==> config.mk <==
export PLATFORM = sky130hd
export DESIGN_NAME = keypad_entry
export DESIGN_NICKNAME = d
export VERILOG_FILES = /design/src/rtl/keypad_pkg.sv /design/src/rtl/keypad_debounce.sv /design/src/rtl/keypad_entry.sv
export SDC_FILE = /design/constraint.sdc
export NUM_CORES = 1
export LEC_CHECK = 0
export BUFFER_PORTS_ARGS = -buffer_cell sky130_fd_sc_hd__buf_4
export CORE_ASPECT_RATIO = 0.75
export CORE_MARGIN = 4
export CORE_UTILIZATION = 50
export DETAILED_ROUTE_END_ITERATION = 6
export PLACE_DENSITY = 0.77
export SKIP_LAST_GASP = 1
export SYNTH_ARGS = -nofsm -noshare
export SYNTH_HDL_FRONTEND = slang
export SYNTH_SLANG_ARGS = --single-unit
export TNS_END_PERCENT = 10
==> constraint.sdc <==
create_clock -name clk -period 6.6 [get_ports clk]
set_input_delay 0.33 -clock clk [delete_from_list [all_inputs] [get_ports clk]]
set_output_delay 0.33 -clock clk [all_outputs]
set_load 0.02 [all_outputs]
==> src/rtl/keypad_pkg.sv <==
// keypad_pkg: shared definitions for the keypad entry slice.
//   - logical key codes (digits 0..9 map to their value)
//   - sign codes in the encoding the seven-segment display driver consumes
//   - scanner FSM state type
//   - helpers: row/column -> key map, single-low-bit detection/encoding
package keypad_pkg;

  localparam logic [3:0] KEY_ADD = 4'd10;
  localparam logic [3:0] KEY_SUB = 4'd11;
  localparam logic [3:0] KEY_MUL = 4'd12;
  localparam logic [3:0] KEY_DIV = 4'd13;
  localparam logic [3:0] KEY_CLR = 4'd14;
  localparam logic [3:0] KEY_EQ  = 4'd15;

  localparam logic [2:0] SIGN_ADD = 3'b000;
  localparam logic [2:0] SIGN_SUB = 3'b001;
  localparam logic [2:0] SIGN_MUL = 3'b010;
  localparam logic [2:0] SIGN_DIV = 3'b011;
  localparam logic [2:0] SIGN_RST = 3'b100;
  localparam logic [2:0] SIGN_NUM = 3'b101;
  localparam logic [2:0] SIGN_EQ  = 3'b110;

  typedef enum logic [1:0] {SCAN, DEBOUNCE, HELD} state_e;

  // Physical layout:  1 2 3 + / 4 5 6 - / 7 8 9 * / C 0 = /
  function automatic logic [3:0] key_map(input logic [1:0] row, input logic [1:0] col);
    logic [3:0] code;
    case ({row, col})
      4'h0: code = 4'd1;    4'h1: code = 4'd2;  4'h2: code = 4'd3;   4'h3: code = KEY_ADD;
      4'h4: code = 4'd4;    4'h5: code = 4'd5;  4'h6: code = 4'd6;   4'h7: code = KEY_SUB;
      4'h8: code = 4'd7;    4'h9: code = 4'd8;  4'hA: code = 4'd9;   4'hB: code = KEY_MUL;
      4'hC: code = KEY_CLR; 4'hD: code = 4'd0;  4'hE: code = KEY_EQ; default: code = KEY_DIV;
    endcase
    return code;
  endfunction

  // True only when exactly one bit is low; multi-low patterns are ghosts.
  function automatic logic one_low(input logic [3:0] v);
    return (v == 4'b1110) || (v == 4'b1101) || (v == 4'b1011) || (v == 4'b0111);
  endfunction

  // Index of the low bit of a one-low pattern.
  function automatic logic [1:0] low_idx(input logic [3:0] v);
    logic [1:0] idx;
    case (v)
      4'b1101: idx = 2'd1;
      4'b1011: idx = 2'd2;
      4'b0111: idx = 2'd3;
      default: idx = 2'd0;
    endcase
    return idx;
  endfunction

endpackage

==> src/rtl/keypad_debounce.sv <==
// keypad_debounce: column synchroniser, row scanner and debounce FSM.
//   clk, rst     : clock, synchronous active-high reset
//   col_in[3:0]  : raw active-low columns (asynchronous)
//   row_out[3:0] : active-low one-hot row drive
//   key_valid    : one-cycle pulse per accepted key event
//   key_code[3:0]: logical key code, valid with key_valid
// Optional KEYPAD_AUTOREPEAT_EN: digit keys re-pulse every REPEAT_CYCLES
// while held.
module keypad_debounce
  import keypad_pkg::*;
#(
  parameter int SCAN_DIV        = 50000,
  parameter int DEBOUNCE_CYCLES = 500000,
  parameter int REPEAT_CYCLES   = 25000000
) (
  input  logic       clk,
  input  logic       rst,
  input  logic [3:0] col_in,
  output logic [3:0] row_out,
  output logic       key_valid,
  output logic [3:0] key_code
);

  localparam int SW = (SCAN_DIV < 2) ? 1 : $clog2(SCAN_DIV);
  localparam int DW = (DEBOUNCE_CYCLES < 2) ? 1 : $clog2(DEBOUNCE_CYCLES);

  logic [3:0]    sync1_q, col_s_q;
  state_e        state_q;
  logic [3:0]    row_out_q, lat_col_q, lat_code_q, key_code_q;
  logic [SW-1:0] scan_cnt_q;
  logic [DW-1:0] deb_cnt_q;
  logic          key_valid_q;
  logic [3:0]    row_next;

`ifdef KEYPAD_AUTOREPEAT_EN
  localparam int RW = (REPEAT_CYCLES < 2) ? 1 : $clog2(REPEAT_CYCLES);
  logic [RW-1:0] rep_cnt_q;
`endif

  // Rotate left: 1110 -> 1101 -> 1011 -> 0111 -> 1110
  assign row_next = {row_out_q[2:0], row_out_q[3]};

  always_ff @(posedge clk) begin
    if (rst) begin
      sync1_q     <= 4'hF;
      col_s_q     <= 4'hF;
      state_q     <= SCAN;
      row_out_q   <= 4'b1110;
      lat_col_q   <= 4'hF;
      lat_code_q  <= '0;
      scan_cnt_q  <= '0;
      deb_cnt_q   <= '0;
      key_valid_q <= 1'b0;
      key_code_q  <= '0;
`ifdef KEYPAD_AUTOREPEAT_EN
      rep_cnt_q   <= '0;
`endif
    end else begin
      sync1_q     <= col_in;
      col_s_q     <= sync1_q;
      key_valid_q <= 1'b0;
      case (state_q)
        SCAN: begin
          if (scan_cnt_q == SW'(SCAN_DIV - 1)) begin
            scan_cnt_q <= '0;
            if (one_low(col_s_q)) begin
              lat_col_q  <= col_s_q;
              lat_code_q <= key_map(low_idx(row_out_q), low_idx(col_s_q));
              deb_cnt_q  <= '0;
              state_q    <= DEBOUNCE;
            end else begin
              row_out_q <= row_next;
            end
          end else begin
            scan_cnt_q <= scan_cnt_q + 1'b1;
          end
        end
        DEBOUNCE: begin
          if (col_s_q != lat_col_q) begin
            row_out_q  <= row_next;
            scan_cnt_q <= '0;
            state_q    <= SCAN;
          end else if (deb_cnt_q == DW'(DEBOUNCE_CYCLES - 1)) begin
            key_valid_q <= 1'b1;
            key_code_q  <= lat_code_q;
            deb_cnt_q   <= '0;
            state_q     <= HELD;
`ifdef KEYPAD_AUTOREPEAT_EN
            rep_cnt_q   <= '0;
`endif
          end else begin
            deb_cnt_q <= deb_cnt_q + 1'b1;
          end
        end
        HELD: begin
          // Release needs an unbroken run of all-high samples.
          if (col_s_q != 4'hF) begin
            deb_cnt_q <= '0;
          end else if (deb_cnt_q == DW'(DEBOUNCE_CYCLES - 1)) begin
            deb_cnt_q  <= '0;
            row_out_q  <= row_next;
            scan_cnt_q <= '0;
            state_q    <= SCAN;
          end else begin
            deb_cnt_q <= deb_cnt_q + 1'b1;
          end
`ifdef KEYPAD_AUTOREPEAT_EN
          if (col_s_q != lat_col_q) begin
            rep_cnt_q <= '0;
          end else if (rep_cnt_q == RW'(REPEAT_CYCLES - 1)) begin
            rep_cnt_q <= '0;
            if (lat_code_q < KEY_ADD) begin
              key_valid_q <= 1'b1;
              key_code_q  <= lat_code_q;
            end
          end else begin
            rep_cnt_q <= rep_cnt_q + 1'b1;
          end
`endif
        end
        default: state_q <= SCAN;
      endcase
    end
  end

  assign row_out   = row_out_q;
  assign key_valid = key_valid_q;
  assign key_code  = key_code_q;

endmodule

==> src/rtl/keypad_entry.sv <==
// keypad_entry: 4x4 keypad scanner plus calculator entry register.
//   clk, rst     : clock, synchronous active-high reset
//   row_out[3:0] : active-low one-hot row drive
//   col_in[3:0]  : active-low columns (asynchronous)
//   key_valid    : one-cycle pulse per accepted key event
//   key_code[3:0]: logical key code, valid with key_valid
//   number[19:0] : entered operand 0..999999
//   sign[2:0]    : display mode/operator code
// Optional KEYPAD_AUTOREPEAT_EN (inside keypad_debounce): digit auto-repeat.
module keypad_entry
  import keypad_pkg::*;
#(
  parameter int SCAN_DIV        = 50000,
  parameter int DEBOUNCE_CYCLES = 500000,
  parameter int REPEAT_CYCLES   = 25000000
) (
  input  logic        clk,
  input  logic        rst,
  output logic [3:0]  row_out,
  input  logic [3:0]  col_in,
  output logic        key_valid,
  output logic [3:0]  key_code,
  output logic [19:0] number,
  output logic [2:0]  sign
);

  logic [19:0] number_q, times10;
  logic [2:0]  sign_q;

  keypad_debounce #(
    .SCAN_DIV       (SCAN_DIV),
    .DEBOUNCE_CYCLES(DEBOUNCE_CYCLES),
    .REPEAT_CYCLES  (REPEAT_CYCLES)
  ) u_deb (
    .clk      (clk),
    .rst      (rst),
    .col_in   (col_in),
    .row_out  (row_out),
    .key_valid(key_valid),
    .key_code (key_code)
  );

  // x*10 as shift-add; the <=99999 guard keeps the result below 2^20.
  assign times10 = (number_q << 3) + (number_q << 1);

  always_ff @(posedge clk) begin
    if (rst) begin
      number_q <= '0;
      sign_q   <= SIGN_RST;
    end else if (key_valid) begin
      case (key_code)
        KEY_ADD: begin number_q <= '0; sign_q <= SIGN_ADD; end
        KEY_SUB: begin number_q <= '0; sign_q <= SIGN_SUB; end
        KEY_MUL: begin number_q <= '0; sign_q <= SIGN_MUL; end
        KEY_DIV: begin number_q <= '0; sign_q <= SIGN_DIV; end
        KEY_CLR: begin number_q <= '0; sign_q <= SIGN_RST; end
        KEY_EQ:  sign_q <= SIGN_EQ;
        default: begin
          // Digit: a seventh digit is silently dropped.
          if (number_q <= 20'd99999) number_q <= times10 + {16'd0, key_code};
          sign_q <= SIGN_NUM;
        end
      endcase
    end
  end

  assign number = number_q;
  assign sign   = sign_q;

endmodule

# [Word-level counts from Yosys, hierarchy flattened]
# Memories as Yosys holds them, arrays and structs flattened. A register that Yosys moved wholly into a read port is not among the register bits.
# Cells that the tools add are included.
[totals] ff_bits=81 romBits=64 mem_count=1 wordCells=100 input_bits=6
[mem_list] memory="(name not given)" words=16 width=4 read_ports=1 rd_clocked_by_memory_dff=1 write_ports=0 line="keypad_pkg.sv:28" rtl="case ({row, col})"
[classes] order_cmp=1 n_reduce_logical=15 n_bitwise=3 eq_ne=27 add_sub_neg=4 mux=38
[op_table] op="2-to-1 mux 19 bit" n=5
[op_table] op="2-to-1 mux 16 bit" n=4
[op_table] op="one-hot mux 19 bit (3 select lines)" n=1
[op_table] op="one-hot mux 16 bit (3 select lines)" n=1
[op_table] op="== test 4 bit (second input constant)" n=11
[op_table] op="one-hot mux 20 bit (2 select lines)" n=1
[op_table] op="2-to-1 mux 2 bit" n=14
[op_table] op="adder 20 bit" n=1
[op_table] op="adder 20 x 4 -> 20 bit" n=1
[op_table] op="less-or-equal comparator 20 x 17 -> 1 bit (second input constant)" n=1
[op_table] op="2-to-1 mux 20 bit" n=1
[op_table] op="2-to-1 mux 4 bit" n=5
[op_table] op="adder 19 x 1 -> 19 bit (second input constant)" n=1
[op_table] op="== test 19 bit (second input constant)" n=1
[op_table] op="one-hot mux 2 bit (3 select lines)" n=3
[op_table] op="one-hot mux 3 bit (6 select lines)" n=1
[op_table] op="adder 16 x 1 -> 16 bit (second input constant)" n=1
[op_table] op="== test 16 bit (second input constant)" n=1
[op_table] op="one-hot mux 4 bit (3 select lines)" n=1
[op_table] op="AND reduction 3 bit" n=3
[op_table] op="== test 4 x 3 -> 1 bit (second input constant)" n=2
[op_table] op="!= test 2 x 1 -> 1 bit (second input constant)" n=4
[op_table] op="AND reduction 4 bit" n=2
[op_table] op="!= test 2 bit (second input constant)" n=3
[op_table] op="other kinds (15)" n=19

# [Depth between registers and ports, before layout]
# Gate-level depths: netlist of run 1.
[logic_depth] depth_word=8 depth_mapped=10 ltp_nobuf=10

# [Cells and area by module]
# A second synthesis of run 1 with hierarchy kept.
[unflattened] hier_cells=625 hier_area_um2=5461.5
[modules_own_cells] module="keypad_debounce" cells_per_inst=390 seq_area_each_um2=1241.2 instances=1 area_each_um2=3499.6
[modules_own_cells] module="keypad_entry" cells_per_inst=235 seq_area_each_um2=460.4 instances=1 area_each_um2=1961.9

# [Worst setup path after synthesis of run 1]
# No wires, ideal clock.
[synth_timing] kind="flip-flop to flip-flop" startpoint="register u_deb.key_code_q[3] (netlist: u_deb.key_code[3])" endpoint="register number_q[16] (netlist: number[16])" path_slack_ps=3503 synth_period_minus_slack_ps=3097 stages_incl_launch_ff=11 arrival_time_ps=2980 path_cell_list="dfxtp_1 > inv_1 > fa_1 > inv_1 > fa_1 > a21o_1 > a221o_1 > o21ai_0 > o21ai_0 > xor2_1 > a22o_1"
[synth_via] elab_chain_cells=4 elab_cells_between_ends=13 cone_classes="add/sub (1); eq/ne (6); mux (2); bitwise (1); reduce/logical (3)"
[synth_lines] item="start: declaration" line="keypad_debounce.sv:29" rtl="logic [3:0] row_out_q, lat_col_q, lat_code_q, key_code_q;"
[synth_lines] item="start signal: assignment" line="keypad_debounce.sv:85" rtl="key_code_q <= lat_code_q;"
[synth_lines] item="branches (longest 4 deep; another with adder 20 x 4 -> 20 bit)"
[synth_lines] item="end signal: assignment" line="keypad_entry.sv:60" rtl="if (number_q <= 20'd99999) number_q <= times10 + {16'd0, key_code};"
[synth_lines] item="end: declaration" line="keypad_entry.sv:27" rtl="logic [19:0] number_q, times10;"
# Several ways; the timed one is not identified. The select of a mux whose other input is x is not followed.
# A chain may end at the register's enable or synchronous reset.

# [Worst setup path in the final report of run 1]
# Ends and elaborated chain as after synthesis.

==> metrics.yaml, run 1 <==
dieArea_sq_um: 12300
drc: 0
cts_hold_buf: 0
rsz0062_at_grt: "false"
antenna_cells: 0
ir_drop_v: 0.0001449
ys.flop_type: "dfxtp_1"
cp_slowest_cell: "fa_1"
clock_latency_ns: 0.34
slew_headroom_pct: 33.74
grt_max_degree: 53
ioPinCount: 38
critPathMaxFanout: 6
worstPathCellList: "inv_1 -> fa_1 -> inv_1 -> fa_1 -> a21o_1 -> a221o_1 -> o21ai_0 -> o21ai_0 -> xor2_1 -> a22o_1"
portBuffers: 37
ys_types: 69
setup_violations: 0
synth_area_sq_um: 5286
die_x_um: 126.7
drive_gt1_share_pct: 14.29
p_switching_uw: 258.0
drtAntennaViolNets: 0
p_int_uw: 889.7
placedInstanceArea_sq_um: 5578
grt_usage_pct: 19.15
max_cap_violations: 0
power_leakage_uw: 0.002614
path_clk_slew_ns: 0.06
switching_share_pct: 22.48
cp-end-kind: "flip-flop"
drv_slew: 0
fmax_mhz: 297.2
wl_mm: 11.55
ys_seq_area_share_pct: 32.19
initial_utilization_pct: 51.37
reg2regPathDepth: 10
worst_pin_slew_ns: 0.9938
period_minus_slack_ns: 3.364
fin_nets: 665
wl_per_cell_um: 15.36
overflow: 0
final_cells: 752
synth_fp_nets: 640
cts_resized: 0
crit_arrival_ns: 3.60
fp.coreArea_sq_um: 10290
design_area_sq_um: 5893
largest_reg_flops: 20
clock-root-buffer: "clkbuf_16"
clock_path_buffers: 2
clkSinkCount: 85
die_y_um: 97.05
worstPathRequired_ns: 6.83
p_clk_share_pct: 46.6
synth_cells: 587
power_density_nw_per_um2: 194.8
final-hold-violation-count: 0
fin_crit_sh_pct: 50.97
hold_class: "input pin to flip-flop"
status: "complete, no violations"
synth-edff-count: 0
hold_depth: 2
grt_pass1_wl_mm: 19.86
ctsHtreeMaxLevel: 3
dr_total_vias: 4359
yosysWarnings: 0
grt_pass1_vias: 4166
syn_area_per_cell_sq_um: 9.006
most-common-layout-cells: "dfxtp_1, nor2_1, ha_1"
routed_via_density: 5.797
cts_tree: "done"
power_frac_comb_pct: 7.1
initialDrtViolationCount: 238
cts_made_buffers: 9
ys_ff_latch: 85
fin_skew_ns: 0.007964
timing.setup.tns_ns: 0
hpwl_mm: 8.382
critical_path_class: "flip-flop to flip-flop"
startpoint_type: "flip-flop"
mostFrequentLayoutCell: "dfxtp_1"
pwr-share-seq_pct: 46.3
async_reset_ff_share_pct: 0
grt_antenna_before_repair: 0
cpPeakStageDelay_ns: 0.55
place_inst: 737
num_rows: 32
syn_to_final_growth_pct: 11.48
gp_congestion: 0.9267
drt-pass1-iter-count: 5
post_cts_buffers: 0
## cells in the mapped netlist (all sizes together) (15+ instances only)
| cell type | instances | area, sq um |
|---|---|---|
| clkbuf | 15 | 76.33 |
| a21oi | 21 | 105.1 |
| xnor2 | 23 | 201.4 |
| ha | 45 | 563.0 |
| mux2i | 22 | 220.2 |
| nor3 | 16 | 85.08 |
| xor2 | 28 | 245.2 |
| dfxtp | 85 | 1702 |
| inv | 20 | 75.07 |
| nor2 | 71 | 291.5 |
| nand2 | 37 | 141.4 |
| o21ai | 21 | 105.1 |
| nand3 | 25 | 135.1 |
## power by group through the flow
| stage | sequential [uW] | combinational [uW] | clock, uW |
|---|---|---|---|
| 6_report | 532 | 81.4 | 535 |
| 5_1_grt | 533 | 90.8 | 570 |
| 4_1_cts | 532 | 81.7 | 550 |
| 3_5_place_dp | 543 | 81.3 | 0 |
| 3_3_place_gp | 542 | 77.9 | 0 |
| 2_1_floorplan | 541 | 68.4 | 0 |
## per-layer routing
metal	wire [um]	global-route usage [%]
met5	0	0
met4	228	6.843
met3	549	5.000
met2	5182	28.74
met1	5588	26.52
## critical path: cells and delay by family (launching register included)
kind,cells,cell delay [ns]
compound gates,5,1.49
xor+xnor,1,0.18
fa+ha+maj,2,1.01
buf+inv,2,0.19
flops,1,0.41
## kinds of logic after synthesis
| kind of cell | Yosys count | synth area share (%) |
|---|---|---|
| and+or+nand+nor | 233 | 25.18 |
| AOI/OAI and AO/OA | 103 | 13.73 |
| DFF | 85 | 32.19 |
| xor gates and xnor gates | 51 | 8.450 |
| adders and majority gates | 47 | 11.41 |
| buffers and inverters | 45 | 4.663 |
| muxes | 23 | 4.379 |
## final timing paths
kind                startpoint               end  slack [ns]
min                  col_in[3]  u_deb.sync1_q[3]        0.18
max reg2reg  u_deb.key_code[3]        number[16]        3.24
max          u_deb.key_code[3]        number[16]        3.24
min reg2reg   u_deb.sync1_q[0]  u_deb.col_s_q[0]        0.41
## per-stage QoR
| step | worst slack [ns] | utilization (%) | hold WS (ns) | power (uW) |
|---|---|---|---|---|
| after floorplan | 3.503 | - | 0.3895 | 609.4 |
| after global placement | 3.359 | 54.21 | 0.3938 | 619.8 |
| after detailed placement | 3.281 | 54.21 | 0.3985 | 624.4 |
| after CTS | 3.261 | 57.27 | 0.1693 | 1163 |
| after global routing | 3.034 | 57.27 | 0.1725 | 1195 |
| final | 3.236 | 57.27 | 0.1769 | 1148 |
## final cells by class
cell class	instances	area [sq um]
clock buffers	11	242.7
clock inverters	4	72.57
fillers	875	4397
inverters	20	75.07
multi-input cells	457	3338
flip-flops and latches	85	1702
well taps	136	170.2
repair buffers	39	292.8
(Power assumes the default switching activity.)
==> run 2: changes to the inputs <==
- PLACE_DENSITY: 0.77 -> 0.8
- clock period: 6.6 -> 2.96 ns (I/O delays scaled with it)
==> metrics.yaml, run 2 (synthesis gave the netlist of run 1 again) <==
period_minus_slack_ns: 2.855  # was 3.364 ns
design_area_sq_um: 6076  # was 5893 sq um
max_cap_violations: 0  # unchanged
crit_arrival_ns: 3.09  # was 3.60 ns
ioPinCount: 38  # unchanged
grt_antenna_before_repair: 0  # unchanged
worstPathCellList: "inv_1 -> fa_1 -> inv_1 -> fa_2 -> a21o_1 -> a221o_1 -> o21ai_4 -> o21ai_0 -> xor2_1 -> a22o_1"  # was inv_1 -> fa_1 -> inv_1 -> fa_1 -> a21o_1 -> a221o_1 -> o21ai_0 -> o21ai_0 -> xor2_1 -> a22o_1
clock_path_buffers: 2  # unchanged
final_cells: 768  # was 752
critPathBufInv: 2  # unchanged
slew_headroom_pct: 45.46  # was 33.74%
grt_pass1_vias: 4384  # was 4166
rsz0062_at_grt: "false"  # unchanged
status: "complete, no violations"  # unchanged
initial_utilization_pct: 51.37  # unchanged
die_y_um: 97.05  # unchanged
drive_gt1_share_pct: 16.61  # was 14.29%
grt_usage_pct: 19.87  # was 19.15%
power_leakage_uw: 0.002704  # was 0.002614 uW
path_clk_slew_ns: 0.06  # about the same
largest_reg_flops: 20  # unchanged
initialDrtViolationCount: 321  # was 238
most-common-layout-cells: "dfxtp_1, nor2_1, buf_4"  # was dfxtp_1, nor2_1, ha_1
drv_slew: 0  # unchanged
clock-root-buffer: "clkbuf_16"  # unchanged
place_inst: 748  # was 737
pre_cts_slack_ns: -0.08337  # was 3.281 ns
wl_per_cell_um: 15.62  # was 15.36 um
power_density_nw_per_um2: 447.6  # was 194.8 nW/um^2
placedInstanceArea_sq_um: 5662  # was 5578 sq um
routed_via_density: 5.768  # was 5.797
worstPathRequired_ns: 3.19  # was 6.83 ns
fin_nets: 680  # was 665
setup_violations: 0  # unchanged
grt_max_degree: 53  # unchanged
drtAntennaViolNets: 0  # unchanged
clock_latency_ns: 0.34  # about the same
dieArea_sq_um: 12300  # unchanged
fin_skew_ns: 0.006407  # was 0.007964 ns
portBuffers: 37  # unchanged
gp_congestion: 0.8879  # was 0.9267
syn_to_final_growth_pct: 14.93  # was 11.48%
grt_pass1_wl_mm: 20.62  # was 19.86 mm
startpoint_type: "flip-flop"  # unchanged
final-hold-violation-count: 0  # unchanged
dr_total_vias: 4430  # was 4359
cp_common_cell: "inv_1"
num_rows: 32  # unchanged
wl_mm: 12.00  # was 11.55 mm
worst_pin_slew_ns: 0.7975  # was 0.9938 ns
hpwl_mm: 8.575  # was 8.382 mm
fin_crit_sh_pct: 96.44  # was 50.97%
cts_tree: "done"  # unchanged
antenna_cells: 0  # unchanged
overflow: 0  # unchanged
cts_made_buffers: 9  # unchanged
drc: 0  # unchanged
fp.coreArea_sq_um: 10290  # unchanged
ir_drop_v: 0.0002965  # was 0.0001449 V
critical_path_class: "flip-flop to flip-flop"  # unchanged
mostFrequentLayoutCell: "dfxtp_1"  # unchanged
cpPeakStageDelay_ns: 0.54  # was 0.55 ns
cp-end-kind: "flip-flop"  # unchanged
cp_slowest_cell: "fa_1"  # unchanged
worst_slack_ns: 0.1053  # was 3.236 ns
fmax_mhz: 350.3  # was 297.2 MHz
critPathMaxFanout: 4  # was 6
crit_family: "compound AO/OA/AOI/OAI gates"  # unchanged
total_power_uw: 2720  # was 1148 uW
ctsHtreeMaxLevel: 3  # unchanged
clkSinkCount: 85  # unchanged
whs_ns: 0.2598  # was 0.1769 ns
drt-pass1-iter-count: 5  # unchanged
hold_class: "input pin to flip-flop"  # unchanged
die_x_um: 126.7  # unchanged
-- run 2: layout make-up --
type | count | area [sq um]
Clock inverter | 5 | 106.4
Fill cell | 831 | 4214
Clock buffer | 11 | 252.7
Tap cell | 136 | 170.2
Multi-Input combinational cell | 457 | 3352
Inverter | 20 | 75.07
Timing Repair Buffer | 54 | 415.4
Sequential cell | 85 | 1704
-- run 2: repair_timing --
action	in CTS	in global routing
endpoints found under the setup margin	4	3
pin swaps	1	1
gates resized for setup	2	2
endpoints found under the hold margin	4	0
buffers inserted	0	0
hold buffers	4	0
-- run 2: per-stage QoR --
stage / TNS (ns) / util (%)
floorplan: 0 / -
global placement: 0 / 55.02
detailed placement: -0.1501 / 55.02
CTS: 0 / 58.95
global route: 0 / 59.05
finish: 0 / 59.05
-- run 2: final timing paths --
| path | slack (ns) | cells after the start | from | endpoint |
|---|---|---|---|---|
| max | 0.11 | 10 | u_deb.key_code[3] | number[18] |
| min | 0.26 | 2 | rst | number[6] |
| max reg2reg | 0.11 | 10 | u_deb.key_code[3] | number[18] |
| min reg2reg | 0.42 | 1 | u_deb.sync1_q[1] | u_deb.col_s_q[1] |
-- run 2: layer usage --
layer | wire (um) | track usage, % | vias up
li1 | - | - | 2193
met1 | 5835 | 26.62 | 2142
met2 | 5572 | 31.99 | 84
met3 | 466 | 4.780 | 11
met4 | 122 | 5.523 | 0
met5 | 0 | 0 | -
-- run 2: power breakdown --
part           switching [uW]  total, uW  internal (uW)  leakage, uW
Clock                     470       1340            872     0.000172
Sequential               22.8       1190           1160     0.000688
Combinational             119        192           72.5      0.00184
Total                     612       2720           2110      0.00270
